===== src/rtl/nco_chan_demux_if.sv =====
// Bus between the NCO side, the channel demultiplexer and its downstream consumer.
// Output side: a pair transfers on a rising edge where out_valid and out_ready are both high; while out_valid is high and out_ready low the pair and out_valid stay stable.
interface nco_chan_demux_if #(
  parameter int DATA_W = 14,
  parameter int CNT_W  = 8
);
  logic              clken;
  logic              in_valid;
  logic [DATA_W-1:0] fsin_i;
  logic [DATA_W-1:0] fcos_i;
  logic              chan_resync;
  logic              out_ready;
  logic              out_valid;
  logic [DATA_W-1:0] sin_ch0_o;
  logic [DATA_W-1:0] cos_ch0_o;
  logic [DATA_W-1:0] sin_ch1_o;
  logic [DATA_W-1:0] cos_ch1_o;
  logic              ch_sel_o;
  logic              overrun_o;
  logic [CNT_W-1:0]  overrun_cnt_o;

  modport master (
    output clken, in_valid, fsin_i, fcos_i, chan_resync, out_ready,
    input  out_valid, sin_ch0_o, cos_ch0_o, sin_ch1_o, cos_ch1_o,
           ch_sel_o, overrun_o, overrun_cnt_o
  );

  modport slave (
    input  clken, in_valid, fsin_i, fcos_i, chan_resync, out_ready,
    output out_valid, sin_ch0_o, cos_ch0_o, sin_ch1_o, cos_ch1_o,
           ch_sel_o, overrun_o, overrun_cnt_o
  );
endinterface


===== src/rtl/nco_chan_demux.sv =====
// Splits a time-multiplexed two-channel NCO sin/cos stream into ch0/ch1 pairs
// behind a single-entry valid/ready output register with sticky overrun counting.
module nco_chan_demux #(
  parameter int DATA_W = 14,
  parameter int CNT_W  = 8
) (
  input  logic              clk,
  input  logic              reset_n,
  nco_chan_demux_if.slave   bus
);

  typedef enum logic {S_CH0 = 1'b0, S_CH1 = 1'b1} state_t;

  state_t            state;
  state_t            state_nxt;
  state_t            base_state;
  logic              qual;
  logic              resync;
  logic              stage_ld;
  logic              pair_form;
  logic              out_load;
  logic              drop;
  logic              out_valid_q;
  logic [DATA_W-1:0] stg_sin;
  logic [DATA_W-1:0] stg_cos;
  logic [DATA_W-1:0] sin0_q;
  logic [DATA_W-1:0] cos0_q;
  logic [DATA_W-1:0] sin1_q;
  logic [DATA_W-1:0] cos1_q;
  logic              ovr_q;
  logic [CNT_W-1:0]  cnt_q;

  always_ff @(posedge clk or negedge reset_n) begin
    if (!reset_n) state <= S_CH0;
    else          state <= state_nxt;
  end

  // A resync on the same cycle as a sample makes that sample ch0.
  always_comb begin
    qual       = bus.clken & bus.in_valid;
    resync     = bus.clken & bus.chan_resync;
    base_state = resync ? S_CH0 : state;
    state_nxt  = state;
    stage_ld   = 1'b0;
    pair_form  = 1'b0;
    if (qual) begin
      if (base_state == S_CH0) begin
        stage_ld  = 1'b1;
        state_nxt = S_CH1;
      end else begin
        pair_form = 1'b1;
        state_nxt = S_CH0;
      end
    end else if (resync) begin
      state_nxt = S_CH0;
    end
    out_load = pair_form & (~out_valid_q | bus.out_ready);
    drop     = pair_form & out_valid_q & ~bus.out_ready;
  end

  always_ff @(posedge clk or negedge reset_n) begin
    if (!reset_n) begin
      stg_sin     <= '0;
      stg_cos     <= '0;
      sin0_q      <= '0;
      cos0_q      <= '0;
      sin1_q      <= '0;
      cos1_q      <= '0;
      out_valid_q <= 1'b0;
      ovr_q       <= 1'b0;
      cnt_q       <= '0;
    end else begin
      if (stage_ld) begin
        stg_sin <= bus.fsin_i;
        stg_cos <= bus.fcos_i;
      end else if (resync) begin
        stg_sin <= '0;
        stg_cos <= '0;
      end
      if (out_load) begin
        sin0_q <= stg_sin;
        cos0_q <= stg_cos;
        sin1_q <= bus.fsin_i;
        cos1_q <= bus.fcos_i;
      end
      if (out_load)                       out_valid_q <= 1'b1;
      else if (out_valid_q && bus.out_ready) out_valid_q <= 1'b0;
      // Overrun state is sticky; the counter saturates at all-ones.
      if (drop) begin
        ovr_q <= 1'b1;
        if (cnt_q != '1) cnt_q <= cnt_q + CNT_W'(1);
      end
    end
  end

  assign bus.out_valid     = out_valid_q;
  assign bus.sin_ch0_o     = sin0_q;
  assign bus.cos_ch0_o     = cos0_q;
  assign bus.sin_ch1_o     = sin1_q;
  assign bus.cos_ch1_o     = cos1_q;
  assign bus.ch_sel_o      = (state == S_CH1);
  assign bus.overrun_o     = ovr_q;
  assign bus.overrun_cnt_o = cnt_q;

endmodule


===== src/flat_wrapper.sv =====
// flat-port wrapper written by rule: the top's interface ports become plain ports
module nco_chan_demux_flat 
#(
  parameter int DATA_W = 14,
  parameter int CNT_W  = 8
)
  (clk, reset_n, bus_clken, bus_in_valid, bus_fsin_i, bus_fcos_i, bus_chan_resync, bus_out_ready, bus_out_valid, bus_sin_ch0_o, bus_cos_ch0_o, bus_sin_ch1_o, bus_cos_ch1_o, bus_ch_sel_o, bus_overrun_o, bus_overrun_cnt_o);
  nco_chan_demux_if #(.DATA_W(DATA_W), .CNT_W(CNT_W)) bus_i ();
  input  logic clk;
  input  logic reset_n;
  input wire logic [$bits(bus_i.clken)-1:0] bus_clken;
  input wire logic [$bits(bus_i.in_valid)-1:0] bus_in_valid;
  input wire logic [$bits(bus_i.fsin_i)-1:0] bus_fsin_i;
  input wire logic [$bits(bus_i.fcos_i)-1:0] bus_fcos_i;
  input wire logic [$bits(bus_i.chan_resync)-1:0] bus_chan_resync;
  input wire logic [$bits(bus_i.out_ready)-1:0] bus_out_ready;
  output wire logic [$bits(bus_i.out_valid)-1:0] bus_out_valid;
  output wire logic [$bits(bus_i.sin_ch0_o)-1:0] bus_sin_ch0_o;
  output wire logic [$bits(bus_i.cos_ch0_o)-1:0] bus_cos_ch0_o;
  output wire logic [$bits(bus_i.sin_ch1_o)-1:0] bus_sin_ch1_o;
  output wire logic [$bits(bus_i.cos_ch1_o)-1:0] bus_cos_ch1_o;
  output wire logic [$bits(bus_i.ch_sel_o)-1:0] bus_ch_sel_o;
  output wire logic [$bits(bus_i.overrun_o)-1:0] bus_overrun_o;
  output wire logic [$bits(bus_i.overrun_cnt_o)-1:0] bus_overrun_cnt_o;
  assign bus_i.clken = bus_clken;
  assign bus_i.in_valid = bus_in_valid;
  assign bus_i.fsin_i = bus_fsin_i;
  assign bus_i.fcos_i = bus_fcos_i;
  assign bus_i.chan_resync = bus_chan_resync;
  assign bus_i.out_ready = bus_out_ready;
  assign bus_out_valid = bus_i.out_valid;
  assign bus_sin_ch0_o = bus_i.sin_ch0_o;
  assign bus_cos_ch0_o = bus_i.cos_ch0_o;
  assign bus_sin_ch1_o = bus_i.sin_ch1_o;
  assign bus_cos_ch1_o = bus_i.cos_ch1_o;
  assign bus_ch_sel_o = bus_i.ch_sel_o;
  assign bus_overrun_o = bus_i.overrun_o;
  assign bus_overrun_cnt_o = bus_i.overrun_cnt_o;
  nco_chan_demux #(.DATA_W(DATA_W), .CNT_W(CNT_W)) u_core (.clk(clk), .reset_n(reset_n), .bus(bus_i));
endmodule

===== config.mk =====
export PLATFORM = sky130hd
export DESIGN_NAME = nco_chan_demux_flat
export DESIGN_NICKNAME = d
export VERILOG_FILES = /design/src/rtl/nco_chan_demux_if.sv /design/src/rtl/nco_chan_demux.sv /design/src/flat_wrapper.sv
export SDC_FILE = /design/constraint.sdc
export NUM_CORES = 1
export LEC_CHECK = 0
export CAP_MARGIN = 25
export CELL_PAD_IN_SITES_DETAIL_PLACEMENT = 0
export CELL_PAD_IN_SITES_GLOBAL_PLACEMENT = 1
export CORE_ASPECT_RATIO = 1.2
export CORE_MARGIN = 2
export CORE_UTILIZATION = 38
export CTS_CLUSTER_DIAMETER = 30
export DETAILED_ROUTE_END_ITERATION = 8
export MAX_ROUTING_LAYER = met4
export PLACE_DENSITY_LB_ADDON = 0.3
export SETUP_SLACK_MARGIN = 0.1
export SLEW_MARGIN = 20
export SYNTH_ARGS = -nofsm -noshare
export SYNTH_HDL_FRONTEND = slang
export SYNTH_SLANG_ARGS = --single-unit

===== constraint.sdc =====
create_clock -name clk -period 2.2 [get_ports clk]
set_input_delay 0.44 -clock clk [delete_from_list [all_inputs] [get_ports clk]]
set_output_delay 0.44 -clock clk [all_outputs]
set_load 0.02 [all_outputs]

== Word level (Yosys, flattened, before mapping) ==
Index checks and enable logic that the tools add are counted.
W data, S select, Z words.

* Add/subtract/negate cells: 1
* Eq/ne operators: 1
* Multiplexer cells: 11
* Bitwise operators: 8
* Reduce and logical (&&, ||, !) cells: 4

{| class="wikitable"
|+ Operators by type and width
! operator !! count
|-
| $mux W14 || 3
|-
| $add A8 B1 Y8 const B || 1
|-
| $mux W1 || 8
|-
| $ne A8 B8 Y1 const B || 1
|-
| $and A1 B1 Y1 || 5
|-
| $reduce_bool A2 Y1 || 2
|-
| $not A1 Y1 || 2
|-
| $reduce_and A2 Y1 || 1
|-
| $logic_and A1 B1 Y1 || 1
|-
| $or A1 B1 Y1 || 1
|}

* Register bits after elaboration: 95
* Input bits: 34
* Logic and storage cells: 35

== Depth between registers and ports, before layout ==
Gate-level depths: netlist (run 1).

* Depth in word-level cells: 7
* Depth in mapped cells: 8
* Mapped depth without buffers: 8

== Worst setup path after synthesis (run 1) ==
OpenSTA, ideal clock, no wires.

* Path kind: in2reg
* Start: input port bus_clken
* End: register u_core.cos0_q[0], in the netlist u_core.bus.cos_ch0_o[0]
* Data arrival time: 1582 ps
* Required time: 2075 ps
* Path slack: 494 ps
* Stages: 6
* Cells stage by stage: and2_1 > ha_1 > nand2_1 > buf_2 > buf_4 > mux2_2

* Word-level cells in the longest chain between the ends: 5
* Elaborated cells between the ends (all ways): 6
* Classes of those cells: 3 x mux; 3 x bitwise

{| class="wikitable"
|+ Ends and longest elaborated chain
! element !! RTL line !! RTL
|-
| start: declaration || flat_wrapper.sv:11 || <nowiki>input wire logic [$bits(bus_i.clken)-1:0] bus_clken;</nowiki>
|-
| $and A1 B1 Y1 || nco_chan_demux.sv:41 || <nowiki>resync = bus.clken & bus.chan_resync;</nowiki>
|-
| $mux W1 || -- ||
|-
| $mux W1 || nco_chan_demux.sv:47 || <nowiki>if (base_state == S_CH0) begin</nowiki>
|-
| $mux W1 * || nco_chan_demux.sv:46 || <nowiki>if (qual) begin</nowiki>
|-
| $and A1 B1 Y1 * || nco_chan_demux.sv:57 || <nowiki>out_load = pair_form & (~out_valid_q | bus.out_ready);</nowiki>
|-
| end signal: assignment || nco_chan_demux.sv:82 || <nowiki>cos0_q <= stg_cos;</nowiki>
|-
| end: declaration || nco_chan_demux.sv:27 || <nowiki>logic [DATA_W-1:0] cos0_q;</nowiki>
|}

Mark *: on every way between the ends. The rest lies on a longest branch, timed or not.
A chain may end at the register's enable or synchronous reset.

== Final worst setup path (run 1) ==
* Start: register u_core.cnt_q[3], in the netlist u_core.bus.overrun_cnt_o[3]
* End: output port bus_overrun_cnt_o[3]

{| class="wikitable"
|+ RTL lines
! element !! RTL line !! RTL
|-
| start: declaration || nco_chan_demux.sv:31 || <nowiki>logic [CNT_W-1:0] cnt_q;</nowiki>
|-
| start signal: assignment || nco_chan_demux.sv:91 || <nowiki>if (cnt_q != '1) cnt_q <= cnt_q + CNT_W'(1);</nowiki>
|-
| end: declaration || flat_wrapper.sv:24 || <nowiki>output wire logic [$bits(bus_i.overrun_cnt_o)-1:0] bus_overrun_cnt_o;</nowiki>
|}

No word-level cell between the ends.

==> results of run 1 <==
[registers in the layout, summed over array words and instances (netlist names)]
signal,count
u_core.bus.out_valid,1
u_core.bus.overrun_o,1
u_core.bus.sin_ch1_o,14
u_core.bus.sin_ch0_o,14
u_core.bus.cos_ch0_o,14
u_core.bus.overrun_cnt_o,8
u_core.bus.cos_ch1_o,14
u_core.bus.ch_sel_o,1
u_core.stg_sin,14
u_core.stg_cos,14
[worst paths after layout]
path	startpoint	end	slack, ns	depth (start not counted)
setup reg to reg	u_core.bus.overrun_cnt_o[3]$_DFFE_PN0P_	u_core.bus.overrun_cnt_o[1]$_DFFE_PN0P_	0.63	4
hold / removal	reset_n	u_core.bus.sin_ch0_o[9]$_DFFE_PN0P_	0.06	1
min in group clk	u_core.bus.overrun_o$_DFFE_PN0P_	u_core.bus.overrun_o$_DFFE_PN0P_	0.48	1
hold reg to reg	u_core.bus.overrun_o$_DFFE_PN0P_	u_core.bus.overrun_o$_DFFE_PN0P_	0.48	1
setup / recovery	u_core.bus.overrun_cnt_o[3]$_DFFE_PN0P_	bus_overrun_cnt_o[3]	0.35	1
max in group asynchronous	reset_n	u_core.bus.cos_ch0_o[11]$_DFFE_PN0P_	1.47	2
[layout make-up]
cell class / count / area, sq um / area share
Clock buffer: 12 / 155 / 0.0312
Tap cell: 120 / 150 / 0.0302
Multi-Input combinational cell: 120 / 1130 / 0.227
Sequential cell: 95 / 2380 / 0.478
Inverter: 4 / 15.0 / 0.00302
Timing Repair Buffer: 108 / 1120 / 0.225
Clock inverter: 4 / 28.8 / 0.00578
[worst reg2reg max path: stages, from the launching register on]
cell and delay (ns):
dfrtp_1 0.44, nand3_1 0.15, or3_4 0.38, o21ai_2 0.16, mux2_1 0.33
[cell usage after synthesis, drive strengths merged (2+ instances only)]
| cell | n | area, sq um |
|---|---|---|
| dfrtp | 95 | 2380 |
| mux2 | 57 | 642 |
| a22o | 28 | 245 |
| buf | 6 | 40.0 |
| clkbuf | 5 | 18.8 |
| inv | 4 | 15.0 |
| nand2 | 4 | 15.0 |
| nand3 | 4 | 20.0 |
| xnor2 | 4 | 35.0 |
| a21oi | 3 | 18.8 |
| ha | 3 | 37.5 |
| nor2 | 3 | 11.3 |
| nand2b | 2 | 12.5 |
| o21ai | 2 | 13.8 |
[metal layers]
| metal | up-vias | global-route usage | share of wire |
|---|---|---|---|
| li1 | 1053 | - | - |
| met1 | 1153 | 0.202 | 0.47 |
| met2 | 68 | 0.222 | 0.46 |
| met3 | 10 | 0.0367 | 0.053 |
| met4 | 0 | 0.0608 | 0.012 |
| met5 | - | - | 0 |
[cell families (layout without fill, tap and decap cells)]
group | after synthesis | count (layout)
buffers and inverters | 15 | 128
and+or+nand+nor | 20 | 20
adders and majority gates | 3 | 3
DFF | 95 | 95
xor gates and xnor gates | 4 | 4
muxes | 58 | 58
AOI/OAI and AO/OA | 35 | 35
[metrics by stage]
stage	cell area [sq um]	utilization	power, mW	setup TNS (ns)	setup slack (ns)
after floorplan	3580	-	3.81	0	0.494
after global placement	4790	0.528	5.07	0	0.0292
after detailed placement	4790	0.528	5.11	-0.00451	-0.00312
after CTS	4980	0.548	6.21	0	0.322
after global routing	4980	0.548	6.46	0	0.231
final	4980	0.548	6.10	0	0.346
[power by group]
part	total [mW]	internal, mW	switching [mW]
registers	2.62	2.32	0.300
logic	2.42	1.33	1.10
clock network	1.06	0.476	0.584
total	6.10	4.12	1.98
==> reports/results.tsv, run 1 <==
stage	metric	value	unit
run_status	status	finished, final reports clean	
timing	Setup Viol. Count Final	0	
global_routing	GR Util All Layers	0.150	
routing	WL final	7.11	mm
floorplanning	initial core utilization	0.394	
logic_synthesis	top_reg_cell synth	dfrtp_1	
cells_and_area	proportion of layout cells with a drive suffix above 1	0.248	
worst_setup_path	WP buf/inv	1	
worst_setup_path	Worst Path Arrival	1.41	ns
logic_synthesis	mux contribution to synthesized area	0.182	
cells_and_area	Area Growth Syn to Fin	39.1	%
clock_network	CTS tree	built	
clock_network	Post-CTS Hold Fix Bufs	0	
clock_network	H-tree Lvls	3	
floorplanning	Die X	92.6	um
routing	wire per inst	15.4	um
logic_synthesis	synthesized area per cell	15.6	sq um
routing	Post-DRT Antenna Nets	0	
timing	max-slew violations	0	
cells_and_area	Antenna Cells	0	
routing	Pre-Repair DR Iteration Count	6	
routing	DRC viols	0	
clock_network	Clock Latency Late Sink	0.34	ns
routing	Via Count	2284	
logic_synthesis	asr flop ratio synth	1.00	
logic_synthesis	FF+latch count, synth	95	
placement	Final GP Congestion	0.762	
placement	HPWL Detailed	4.80	mm
timing	worst hold slack	0.0561	ns
cells_and_area	most frequent cells in the layout	clkdlybuf4s50_1 (99), dfrtp_1 (95), mux2_2 (56)	
clock_network	CTS resizes	0	
timing	RSZ-0062 raised after global routing	no	
logic_synthesis	largest family of logic cells by synthesized area	multiplexers	
floorplanning	# IOs	101	
logic_synthesis	syn_nets	267	
timing	Fin. Hold Viols	0	
floorplanning	core area	9080	sq um
worst_setup_path	Setup crit end kind	primary output	
logic_synthesis	Synth Area in Simple Gates	0.0308	
global_routing	largest net degree at the start of global routing	58	
worst_setup_path	critical path's slowest cell	clkdlybuf4s50_1	
floorplanning	die area	10200	sq um
worst_setup_path	CP cell instances	clkdlybuf4s50_1	
global_routing	Overflow after GRT	0	
logic_synthesis	XOR/XNOR Fraction of Synth Area	0.00979	
worst_setup_path	crit-path max cell delay	0.63	ns
floorplanning	Die Ht	110	um
global_routing	antenna violations before repair	0	
timing	final setup skew	0.00714	ns
clock_network	Worst-path clk slew	0.09	ns
timing	final period utilization	0.843	
cells_and_area	nets	375	
cells_and_area	# fillers	763	
logic_synthesis	synthesized area	3580	sq um
clock_network	buffers inserted during post-CTS setup optimization	0	
worst_setup_path	Startpoint Class	register	
timing	FMAX	0.539	GHz
worst_setup_path	CP Class	register to primary output	
logic_synthesis	Netlist cell types	28	
power_and_ir_drop	LEAKAGE	2.24	nW
routing	DRT iter0 DRCs	73	
worst_setup_path	Crit path max-delay family	buffers and inverters	
logic_synthesis	Adder-Cell Fraction of Synth Area	0.0105	
logic_synthesis	register area share after synthesis	0.664	
global_routing	global-route wire length before repair	11.6	mm
timing	Slew @ Worst Pin	0.504	ns
worst_setup_path	CP required	1.76	ns
placement	I/O Buffers	100	
power_and_ir_drop	pwr dens	1230	nW/um^2
logic_synthesis	Yosys warning count	0	
logic_synthesis	Post-synth EDFFs	0	
job	Max Cap Violations	0	
cells_and_area	Cell Count, Final, Fillers Out	463	
placement	Placed Cells	447	
hold_path	Hold Crit Class	input pin to async pin	
clock_network	clock sinks	95	
worst_setup_path	crit-path max FO	5	
timing	crit path time final	1.85	ns
clock_network	Num CTS Buffers	9	
timing	Slew HR	0.664	
floorplanning	Cell Rows	38	
power_and_ir_drop	maximum VDD drop	649	uV
global_routing	vias in the first global route	2282	
logic_synthesis	Synth Instances	230	
clock_network	clk buf depth	2	
routing	via density per instance	4.93	
clock_network	clock root buffer	clkbuf_8	
logic_synthesis	post-synthesis compound-gate area fraction	0.0821	
cells_and_area	commonest non-fill, non-tap cell in the layout	clkdlybuf4s50_1	
Power figures use the tool's default switching activity.
==> inputs of run 2 (changes only) <==
--- a/config.mk
+++ b/config.mk
@@ -10,7 +10,7 @@
 export CELL_PAD_IN_SITES_GLOBAL_PLACEMENT = 1
 export CORE_ASPECT_RATIO = 1.2
 export CORE_MARGIN = 2
-export CORE_UTILIZATION = 38
+export CORE_UTILIZATION = 35
 export CTS_CLUSTER_DIAMETER = 30
 export DETAILED_ROUTE_END_ITERATION = 8
 export MAX_ROUTING_LAYER = met4
==> constraint.sdc (replaced) <==
create_clock -name clk -period 1.51 [get_ports clk]
set_input_delay 0.302 -clock clk [delete_from_list [all_inputs] [get_ports clk]]
set_output_delay 0.302 -clock clk [all_outputs]
set_load 0.02 [all_outputs]
==> reports/results.tsv, run 2 (synthesized netlist as in run 1, its figures left out) <==
stage	metric	value	unit
run_status	status	finished, violations left	
run_status	failing checks	negative setup slack	
floorplanning	# IOs	101	
timing	setup_tns	-2.51	ns
clock_network	Num CTS Buffers	9	
global_routing	antenna violations before repair	0	
timing	final setup margin	-0.0763	ns
worst_setup_path	Setup crit end kind	register	
timing	crit path time final	1.59	ns
routing	Post-DRT Antenna Nets	0	
cells_and_area	Antenna Cells	0	
worst_setup_path	crit-path max cell delay	0.41	ns
routing	via density per instance	4.80	
cells_and_area	commonest non-fill, non-tap cell in the layout	dfrtp_1	
floorplanning	Cell Rows	40	
timing	final setup skew	0.00635	ns
clock_network	Clock Latency Late Sink	0.34	ns
routing	wire per inst	17.6	um
timing	FMAX	0.630	GHz
timing	Slew HR	0.730	
clock_network	CTS tree	built	
cells_and_area	nets	417	
timing	max-slew violations	0	
power_and_ir_drop	combinational power share	0.382	
routing	Via Count	2450	
worst_setup_path	Worst Path Arrival	1.81	ns
global_routing	Overflow after GRT	0	
global_routing	GR Util All Layers	0.176	
power_and_ir_drop	Net Switching	3.10	mW
floorplanning	Die Ht	115	um
worst_setup_path	crit-path max FO	6	
routing	DRT iter0 DRCs	55	
power_and_ir_drop	maximum VDD drop	873	uV
clock_network	Worst-path clk slew	0.07	ns
worst_setup_path	critical path's slowest cell	dfrtp_2	
timing	Fin. Hold Viols	0	
clock_network	H-tree Lvls	3	
clock_network	clk buf depth	2	
cells_and_area	proportion of layout cells with a drive suffix above 1	0.398	
global_routing	global-route wire length before repair	14.2	mm
worst_setup_path	CP Class	register to register	
routing	Pre-Repair DR Iteration Count	4	
floorplanning	Die X	96.3	um
clock_network	clock root buffer	clkbuf_16	
placement	placed inst area	5040	sq um
worst_setup_path	Startpoint Class	register	
worst_setup_path	R2R cell count	8	
power_and_ir_drop	share of power burned in registers	0.403	
cells_and_area	most frequent cells in the layout	dfrtp_1 (89), dlygate4sd2_1 (65), mux2_4 (46)	
power_and_ir_drop	internal power	6.46	mW
placement	HPWL Detailed	5.26	mm
clock_network	clock sinks	95	
global_routing	vias in the first global route	2724	
placement	I/O Buffers	100	
timing	final period utilization	1.05	
cells_and_area	final instance area	5900	sq um
hold_path	Hold Crit Class	input pin to async pin	
worst_setup_path	CP cell instances	nand2_2, inv_2, ha_4, buf_4, nand2_8, buf_6, buf_12, mux2_2	
placement	Final GP Congestion	0.755	
global_routing	largest net degree at the start of global routing	29	
routing	WL final	9.00	mm
power_and_ir_drop	pwr dens	1620	nW/um^2
power_and_ir_drop	Net Sw Frac	0.324	
cells_and_area	Final Util	0.589	
floorplanning	initial core utilization	0.358	
job	Max Cap Violations	0	
floorplanning	die area	11100	sq um
routing	DRC viols	0	
power_and_ir_drop	LEAKAGE	2.98	nW
timing	Setup Viol. Count Final	42	
floorplanning	core area	10000	sq um
timing	RSZ-0062 raised after global routing	yes	
timing	Slew @ Worst Pin	0.404	ns
power_and_ir_drop	Clk network pwr share	0.215	
cells_and_area	Area Growth Syn to Fin	64.7	%
worst_setup_path	CP required	1.73	ns
## run 2: worst paths after layout
path | startpoint | to | slack [ns]
setup / recovery | u_core.bus.ch_sel_o$_DFF_PN0_ | u_core.bus.sin_ch0_o[6]$_DFFE_PN0P_ | -0.08
hold / removal | reset_n | u_core.stg_sin[13]$_DFFE_PN0P_ | 0.44
setup reg to reg | u_core.bus.ch_sel_o$_DFF_PN0_ | u_core.bus.sin_ch0_o[6]$_DFFE_PN0P_ | -0.08
hold reg to reg | u_core.bus.overrun_o$_DFFE_PN0P_ | u_core.bus.overrun_o$_DFFE_PN0P_ | 0.49
max in group asynchronous | reset_n | u_core.bus.overrun_cnt_o[6]$_DFFE_PN0P_ | 0.61
min in group clk | u_core.bus.overrun_o$_DFFE_PN0P_ | u_core.bus.overrun_o$_DFFE_PN0P_ | 0.49
## run 2: worst max-delay path, delay by kind of cell (launching register included)
family	cells	cell delay, ns
fa+ha+maj	1	0.16
buf+inv	4	0.41
flops	1	0.41
mux	1	0.33
simple gates	2	0.16
## run 2: what timing repair did
action                     4_1_cts  5_1_grt
hold endpoints to repair        23        0
buffers inserted                14        6
hold buffers                     1        0
setup endpoints to repair      159       96
pin swaps                       12       37
cloned                           7        3
resized for setup              122       21
## run 2: cell type report
cell class	instances	area, sq um
Sequential cell	95	2380
Tap cell	126	158
Clock buffer	11	243
Timing Repair Buffer	149	1610
Inverter	4	15.0
Clock inverter	4	22.5
Fill cell	834	4110
Multi-Input combinational cell	121	1460
## run 2: metrics by stage
step | cells | setup WS, ns | power (mW) | hold slack [ns]
global route | 510 | -0.120 | 10.1 | 0.468
CTS | 502 | -0.0458 | 9.56 | 0.445
detailed placement | 465 | -0.504 | 7.66 | 0.262
floorplan | 230 | -0.00992 | 5.75 | 0.00641
finish | 510 | -0.0763 | 9.56 | 0.443
global placement | 465 | -0.473 | 7.60 | 0.264
## run 2: per-layer routing
metal | GRT usage | part of all wire | up-vias
met3 | 0.0256 | 0.040 | 12
met4 | 0.0732 | 0.019 | 0
li1 | - | - | 1136
met1 | 0.237 | 0.45 | 1233
met2 | 0.266 | 0.49 | 69
met5 | - | 0 | -
## run 2: power groups by stage
stage | Sequential [mW] | Clock, mW | Combinational [mW]
after floorplan | 4.73 | 0 | 1.02
after global placement | 3.88 | 0 | 3.72
after detailed placement | 3.90 | 0 | 3.76
after CTS | 3.85 | 2.11 | 3.59
after global routing | 3.97 | 2.24 | 3.89
final | 3.86 | 2.05 | 3.65
==> inputs of run 3 (changes only) <==
--- a/config.mk
+++ b/config.mk
@@ -9,12 +9,11 @@
 export CELL_PAD_IN_SITES_DETAIL_PLACEMENT = 0
 export CELL_PAD_IN_SITES_GLOBAL_PLACEMENT = 1
 export CORE_ASPECT_RATIO = 1.2
-export CORE_MARGIN = 2
 export CORE_UTILIZATION = 35
 export CTS_CLUSTER_DIAMETER = 30
 export DETAILED_ROUTE_END_ITERATION = 8
 export MAX_ROUTING_LAYER = met4
-export PLACE_DENSITY_LB_ADDON = 0.3
+export PLACE_DENSITY_LB_ADDON = 0.12
 export SETUP_SLACK_MARGIN = 0.1
 export SLEW_MARGIN = 20
 export SYNTH_ARGS = -nofsm -noshare
==> reports/results.tsv, run 3 (synthesized netlist as in run 1, its figures left out) <==
stage	metric	value	unit
routing	wire per inst	18.1	um
global_routing	largest net degree at the start of global routing	96	
timing	FMAX	0.661	GHz
worst_setup_path	Worst Setup SP	u_core.bus.ch_sel_o$_DFF_PN0_	
placement	Final GP Congestion	0.757	
job	Max Cap Violations	0	
routing	via density per instance	4.89	
timing	final setup skew	0.00902	ns
worst_setup_path	crit-path max FO	9	
worst_setup_path	worst reg2reg path startpoint	u_core.bus.ch_sel_o$_DFF_PN0_	
floorplanning	Die X	94.3	um
timing	Slew HR	0.660	
cells_and_area	commonest non-fill, non-tap cell in the layout	dfrtp_1	
global_routing	GRT busiest layer	met2	
global_routing	GR Util All Layers	0.181	
run_status	failing checks	negative hold slack, negative setup slack	
worst_setup_path	critical path's slowest cell	dfrtp_2	
placement	pre-CTS setup slack	-0.508	ns
placement	Placed Cells	460	
clock_network	H-tree Lvls	3	
worst_setup_path	Crit path max-delay family	flip-flops	
clock_network	CTS tree	built	
placement	placed inst area	4950	sq um
routing	WL final	8.99	mm
floorplanning	core area	9960	sq um
worst_setup_path	Setup crit end kind	register	
worst_setup_path	WP buf/inv	2	
timing	final setup margin	-0.00287	ns
cells_and_area	nets	404	
routing	Post-DRT Antenna Nets	0	
power_and_ir_drop	maximum VDD drop	685	uV
worst_setup_path	CP cell instances	nand2_2, inv_2, ha_4, nand2_8, bufbuf_16, mux2_4	
worst_setup_path	CP required	1.73	ns
cells_and_area	Area Growth Syn to Fin	63.7	%
timing	Setup Viol. Count Final	1	
routing	Pre-Repair DR Iteration Count	4	
run_status	status	finished, violations left	
power_and_ir_drop	pwr dens	1770	nW/um^2
cells_and_area	Cell Count, Final, Fillers Out	498	
floorplanning	initial core utilization	0.359	
floorplanning	die area	10600	sq um
power_and_ir_drop	LEAKAGE	2.99	nW
timing	max-slew violations	0	
worst_setup_path	Startpoint Class	register	
timing	final period utilization	1.00	
placement	HPWL Detailed	5.01	mm
worst_setup_path	Crit Reg-Reg Endpoint	u_core.bus.cos_ch0_o[12]$_DFFE_PN0P_	
timing	worst hold slack	-0.000802	ns
timing	setup_tns	-0.00287	ns
worst_setup_path	CP Class	register to register	
routing	Via Count	2433	
worst_setup_path	R2R setup slack	-0.003	ns
worst_setup_path	cell count along the critical path	6	
global_routing	antenna violations before repair	0	
cells_and_area	most frequent cells in the layout	dfrtp_1 (89), dlygate4sd2_1 (60), mux2_4 (57)	
global_routing	routing usage on met3	0.0269	
routing	DRT iter0 DRCs	89	
worst_setup_path	R2R cell count	6	
timing	RSZ-0062 raised after global routing	yes	
clock_network	clock root buffer	clkbuf_16	
placement	I/O Buffers	100	
cells_and_area	Antenna Cells	0	
timing	Fin. Hold Viols	1	
worst_setup_path	critical path endpoint	u_core.bus.cos_ch0_o[12]$_DFFE_PN0P_	
cells_and_area	final instance area	5860	sq um
global_routing	global-route wire length before repair	14.1	mm
global_routing	met1 usage	0.239	
clock_network	Worst-path clk slew	0.07	ns
routing	DRC viols	0	
clock_network	clk buf depth	2	
global_routing	Overflow after GRT	0	
worst_setup_path	Worst Path Arrival	1.74	ns
worst_setup_path	crit-path max cell delay	0.40	ns
hold_path	Hold Crit Class	input pin to async pin	
power_and_ir_drop	Design Power	10.4	mW
timing	Slew @ Worst Pin	0.511	ns
cells_and_area	Final Util	0.588	
clock_network	Num CTS Buffers	9	
floorplanning	Cell Rows	40	
clock_network	Clock Latency Late Sink	0.34	ns
timing	crit path time final	1.51	ns
floorplanning	# IOs	101	
global_routing	met2 usage	0.279	
cells_and_area	proportion of layout cells with a drive suffix above 1	0.387	
global_routing	vias in the first global route	2623	
clock_network	clock sinks	95	
floorplanning	Die Ht	113	um
-- run 3: power by group --
group | switching (mW) | internal, mW
clock network | 0.962 | 1.84
registers | 0.481 | 3.38
logic | 1.73 | 1.99
total | 3.17 | 7.21
-- run 3: per-layer routing --
metal	vias up	wire length [um]
met2	62	4490
met5	-	0
met1	1254	4000
met4	0	142
met3	10	357
li1	1107	-
-- run 3: cell type report --
cell class	count	area, sq um
fillers	832	4100
flip-flops and latches	95	2380
repair buffers	137	1470
multi-input cells	120	1460
clock buffers	11	243
well taps	126	158
clock inverters	5	129
inverters	4	15.0
-- run 3: how the worst min path moves through the flow --
stage             from  cells past startpoint                                    to
2_1_floorplan  reset_n                      0         u_core.bus.ch_sel_o$_DFF_PN0_
3_3_place_gp   reset_n                      2   u_core.bus.cos_ch0_o[9]$_DFFE_PN0P_
3_5_place_dp   reset_n                      2  u_core.bus.cos_ch1_o[11]$_DFFE_PN0P_
4_1_cts        reset_n                      2   u_core.bus.sin_ch1_o[1]$_DFFE_PN0P_
5_1_grt        reset_n                      2   u_core.bus.cos_ch0_o[9]$_DFFE_PN0P_
6_report       reset_n                      2   u_core.bus.cos_ch0_o[9]$_DFFE_PN0P_
-- run 3: timing repair --
item | in CTS | in global routing
gates resized for setup | 129 | 31
setup endpoints to repair | 160 | 101
pin swaps | 12 | 32
hold endpoints to repair | 0 | 0
gates cloned | 7 | 3
hold buffers | 0 | 0
buffers inserted | 11 | 1
